## src/rtl/wt_cache_pkg.sv

```systemverilog
// Shared types for the write-through cache subsystem: fence sequencer state and fence-type encoding.
package wt_cache_pkg;

  typedef enum logic [2:0] {
    FENCE_IDLE     = 3'd0,
    FENCE_DC_FLUSH = 3'd1,
    FENCE_DRAIN_WB = 3'd2,
    FENCE_IC_FLUSH = 3'd3,
    FENCE_IC_WAIT  = 3'd4,
    FENCE_DONE     = 3'd5
  } fence_state_e;

  localparam logic FENCE_DATA  = 1'b0;
  localparam logic FENCE_INSTR = 1'b1;

  // States that wait on an external condition and therefore run the timeout counter.
  function automatic logic fence_is_wait(input fence_state_e s);
    return (s == FENCE_DC_FLUSH) || (s == FENCE_DRAIN_WB) || (s == FENCE_IC_WAIT);
  endfunction

endpackage

```

## src/rtl/wt_cache_fence_ctrl.sv

```systemverilog
// FENCE / FENCE.I sequencer: D$ flush handshake, writebuffer drain, I$ flush and idle wait,
// with a completion pulse and a sticky debug timeout.
module wt_cache_fence_ctrl
  import wt_cache_pkg::*;
#(
  parameter int unsigned TimeoutCycles = 4096,
  localparam int unsigned CntWidth     = $clog2(TimeoutCycles) + 1
) (
  input  logic clk_i,
  input  logic rst_ni,
  input  logic clr_i,
  input  logic fence_req_i,
  input  logic fence_type_i,
  output logic fence_ready_o,
  output logic fence_done_o,
  output logic fence_timeout_o,
  output logic dcache_flush_o,
  input  logic dcache_flush_ack_i,
  input  logic wbuffer_empty_i,
  output logic icache_flush_o,
  input  logic icache_busy_i,
  output logic busy_o
);

  fence_state_e        state_q, state_d;
  logic                type_q;
  logic                abort_q;
  logic                timeout_q;
  logic [CntWidth-1:0] cnt_q;
  logic                accept;
  logic                waiting;
  logic                stay;

  assign accept  = fence_req_i && fence_ready_o;
  assign waiting = fence_is_wait(state_q);
  assign stay    = (state_d == state_q);

  always_comb begin
    state_d = state_q;
    unique case (state_q)
      FENCE_IDLE:
        if (accept) state_d = (fence_type_i == FENCE_INSTR) ? FENCE_DC_FLUSH : FENCE_DRAIN_WB;
      // The flush request stays up through an abort; only the ack may end this state.
      FENCE_DC_FLUSH:
        if (dcache_flush_ack_i) state_d = (abort_q || clr_i) ? FENCE_IDLE : FENCE_DRAIN_WB;
      FENCE_DRAIN_WB:
        if (clr_i)                state_d = FENCE_IDLE;
        else if (wbuffer_empty_i) state_d = (type_q == FENCE_INSTR) ? FENCE_IC_FLUSH : FENCE_DONE;
      FENCE_IC_FLUSH:
        state_d = clr_i ? FENCE_IDLE : FENCE_IC_WAIT;
      FENCE_IC_WAIT:
        if (clr_i)               state_d = FENCE_IDLE;
        else if (!icache_busy_i) state_d = FENCE_DONE;
      FENCE_DONE:
        state_d = FENCE_IDLE;
      default:
        state_d = FENCE_IDLE;
    endcase
  end

  always_ff @(posedge clk_i or negedge rst_ni) begin
    if (!rst_ni) begin
      state_q   <= FENCE_IDLE;
      type_q    <= FENCE_DATA;
      abort_q   <= 1'b0;
      timeout_q <= 1'b0;
      cnt_q     <= '0;
    end else begin
      state_q <= state_d;
      if (accept) type_q <= fence_type_i;

      if (state_d == FENCE_IDLE)                   abort_q <= 1'b0;
      else if (state_q == FENCE_DC_FLUSH && clr_i) abort_q <= 1'b1;

      if (!stay)                      cnt_q <= '0;
      else if (waiting && cnt_q != '1) cnt_q <= cnt_q + 1'b1;

      // Flag rises on the edge where the counter lands on TimeoutCycles-1; the wait goes on.
      if (clr_i)
        timeout_q <= 1'b0;
      else if (waiting && stay && cnt_q == CntWidth'(TimeoutCycles - 2))
        timeout_q <= 1'b1;
    end
  end

  assign fence_ready_o   = (state_q == FENCE_IDLE) && !clr_i;
  assign fence_done_o    = (state_q == FENCE_DONE) && !clr_i;
  assign fence_timeout_o = timeout_q;
  assign dcache_flush_o  = (state_q == FENCE_DC_FLUSH);
  assign icache_flush_o  = (state_q == FENCE_IC_FLUSH);
  assign busy_o          = (state_q != FENCE_IDLE);

endmodule

```

## config.mk

```make
export PLATFORM = sky130hd
export DESIGN_NAME = wt_cache_fence_ctrl
export DESIGN_NICKNAME = d
export VERILOG_FILES = /design/src/rtl/wt_cache_pkg.sv /design/src/rtl/wt_cache_fence_ctrl.sv
export SDC_FILE = /design/constraint.sdc
export NUM_CORES = 1
export LEC_CHECK = 0
export CORE_ASPECT_RATIO = 1.4
export CORE_MARGIN = 2
export CORE_UTILIZATION = 40
export CTS_CLUSTER_SIZE = 8
export DETAILED_ROUTE_END_ITERATION = 8
export DONT_BUFFER_PORTS = 1
export SLEW_MARGIN = 0
export SYNTH_ARGS = -nofsm -noshare
export SYNTH_HDL_FRONTEND = slang
export SYNTH_SLANG_ARGS = --single-unit
```

## constraint.sdc

```tcl
create_clock -name clk_i -period 2.34 [get_ports clk_i]
set_clock_uncertainty 0.2 [all_clocks]
set_input_delay 0.702 -clock clk_i [delete_from_list [all_inputs] [get_ports clk_i]]
set_output_delay 0.702 -clock clk_i [all_outputs]
set_load 0.02 [all_outputs]
```

==> results.cfg <==
[hold_path]
hold_path_class = reg -> reg
hold_path.startpoint = cnt_q[4]

[power]
power.leakage_nw = 0.5250
pwr_density_cell_mw_per_mm2 = 867.1
vdd_ir_drop_max_mv = 0.3688

[floorplan]
die_w_um = 51.48
die_h_um = 70.47
die_area_mm2 = 0.003628
start_util_pct = 41.22
fp-row-count = 24
core_mm2 = 0.003063
ioPinCount = 14

[critical_path]
critical_path_class = reg -> out
r2r_start = cnt_q[0]
crit_fanout = 10
startpoint_type = flop
crit_start = state_q[0]
worstPathRequired_ns = 1.44
critPathCaptureType = primary output
crit_arrival_ns = 1.37

[clocking]
numCtsBuffers = 3
root_buffer = clkbuf_8
cts_tree = done
clkTransAtPathRegs_ns = 0.07
cts.htree.levels = 1
cts_sinks = 19
clockBufferDepth = 2
clk_latency_ns = 0.25

[global_route]
overflow = 0
grt_pass1_vias = 1063
antenna_found_initial = 0
grt_pass1_wl_um = 4836
track_usage_pct = 17.33
grt_max_degree = 20

[timing]
fmax_mhz = 440.5
tightest_slew_ns = 0.8793
relSlewSlack_pct = 41.19
rsz0062_at_grt = no
fin_hold_ws_ns = 0.2612
final.period_utilization_pct = 97.02
setup_tns_ns = 0
fin_ws_ns = 0.06972
slew_viol_final = 0
min_period_ns = 2.270
finalSetupViolCount = 0
hold_viol = 0

[synth]
synth-seq-cells = 19
synthMuxAreaShare_pct = 0.8920
ys_warn_count = 0
synthArstFlopShare_pct = 100.0
synth_compound_area_share_pct = 26.86
synthFlopType = dfrtp_1
synth_top_family_by_area = compound AO/OA/AOI/OAI gates
synth.net_count = 139
syn_inst = 129
synthXorXnorAreaFrac_pct = 1.288
synthSimpleGateAreaFrac_pct = 26.36
synthAdderAreaFrac_pct = 1.982
yosys-top-cells-area = dfrtp_1, a211oi_1, o31ai_1
synth_edf_count = 0
yosysTopAreaCellShare_pct = 37.66
synth-seq-area-share_pct = 37.66
synth_top_cell_by_area = dfrtp_1
ys_types = 51
syn_area_mm2 = 0.001262
synth_area_per_cell_um2 = 9.787

[cells_and_area]
fin_nets = 145
fillCellCount = 303
area_growth_pct = 10.80
fin_cells = 173
final_layout_size_suffix_gt1_share_pct = 19.40
stdcell_area_mm2 = 0.001399
insertedDiodeCount = 0

[placement]
portBuffers = 0
place_ws_ns = 0.1349
postPlaceCellArea_mm2 = 0.001339
placedCellCount = 168
gp_congestion = 0.7144
dp_hpwl_um = 2084

[route]
ant_nets = 0
wl_per_cell_um = 16.71
routed_wl_um = 2890
dr.pass1.iters = 4
viasPerCell = 6.104
drt_iter0_drc = 15
drcViolationCount = 0
vias = 1056

[status]
status = completed

[job]
drv_cap = 0
## per-layer routing
layer | vias to the layer above | share of wire, % | GRT usage, %
met2 | 23 | 52 | 29.34
met1 | 512 | 41 | 20.52
met5 | - | 0 | 0
li1 | 515 | - | -
met4 | 0 | 2.2 | 9.357
met3 | 6 | 4.3 | 2.350
## worst max-delay path, cell delays in order, from the launching register on
cell     delay, ns
dfrtp_1       0.44
buf_4         0.20
nor4_4        0.27
buf_4         0.20
## kinds of logic (layout without fill, tap and decap cells)
kind of cell               count (synthesis)  after routing
AOI/OAI and AO/OA                         42             42
buffers and inverters                     13             18
and+or+nand+nor                           51             51
adders and majority gates                  2              2
xor gates and xnor gates                   1              1
DFF                                       19             19
muxes                                      1              1
## placed cells by master, fill, tap and decap left out, types with 2 or more instances in the layout
cell type and count:
nor2_1 3, nand3_1 3, a211oi_1 9, clkbuf_8 3, and3_1 2, or3_1 6
nor4b_2 2, ha_1 2, nand3b_1 2, a211oi_2 2, inv_1 6, buf_4 7
nand4_1 3, or4_1 6, nand2_1 9, o21ai_0 5, dfrtp_1 17, nor3_1 3
o21ai_1 2, o31ai_1 7, o31a_1 2, dfrtp_2 2
## synthesized netlist by cell type, types with 2 or more instances
master,instances
ha_1,2
o31a_1,2
o31ai_1,7
and3_1,2
nand4_1,3
o21ai_0,5
nand3_1,3
or4_1,6
o21ai_1,2
a211oi_1,9
nand2_1,9
and2_1,2
buf_2,5
nor3_1,3
dfrtp_1,19
nor2_1,3
a211oi_2,2
or3_1,6
inv_1,6
nand3b_1,2
## where the power goes
group          internal (mW)  switching (mW)  total, mW
combinational          0.206           0.350      0.556
sequential             0.372          0.0573      0.430
clock                  0.118           0.109      0.227
## final cells by class
cell class | count | area [um^2] | area share [%]
clock inverters | 1 | 5.005 | 0.3578
flip-flops and latches | 19 | 478.0 | 34.17
inverters | 6 | 22.52 | 1.610
well taps | 39 | 48.80 | 3.488
multi-input cells | 97 | 740.7 | 52.95
clock buffers | 3 | 41.29 | 2.952
repair buffers | 8 | 62.56 | 4.472
## path summary, 6_finish.rpt
| path | end | slack, ns | cells past startpoint |
|---|---|---|---|
| setup / recovery | fence_ready_o | 0.07 | 3 |
| hold / removal | cnt_q[4] | 0.26 | 1 |
| setup reg to reg | cnt_q[9] | 0.13 | 6 |
| hold reg to reg | cnt_q[4] | 0.26 | 1 |
| max in group asynchronous | state_q[1] | 0.53 | 1 |
| min in group asynchronous | cnt_q[5] | 0.81 | 1 |
## repair_timing
action | 4_1_cts | 5_1_grt
hold buffers | 1 | 0
pin swaps | 1 | 0
gates resized for setup | 2 | 1
setup endpoints to repair | 2 | 1
setup buffers | 0 | 0
endpoints found under the hold margin | 19 | 0
## through the flow
stage | total power [mW] | util, %
floorplan | 0.8548 | -
global placement | 0.9526 | 43.71
detailed placement | 0.9747 | 43.71
CTS | 1.218 | 45.63
global route | 1.294 | 45.67
finish | 1.213 | 45.67
## registers in the layout (all words and copies together) (netlist names)
name / count
cnt_q: 13
type_q: 1
fence_timeout_o: 1
abort_q: 1
state_q: 3
No activity file was read; power rests on OpenSTA's default activity.
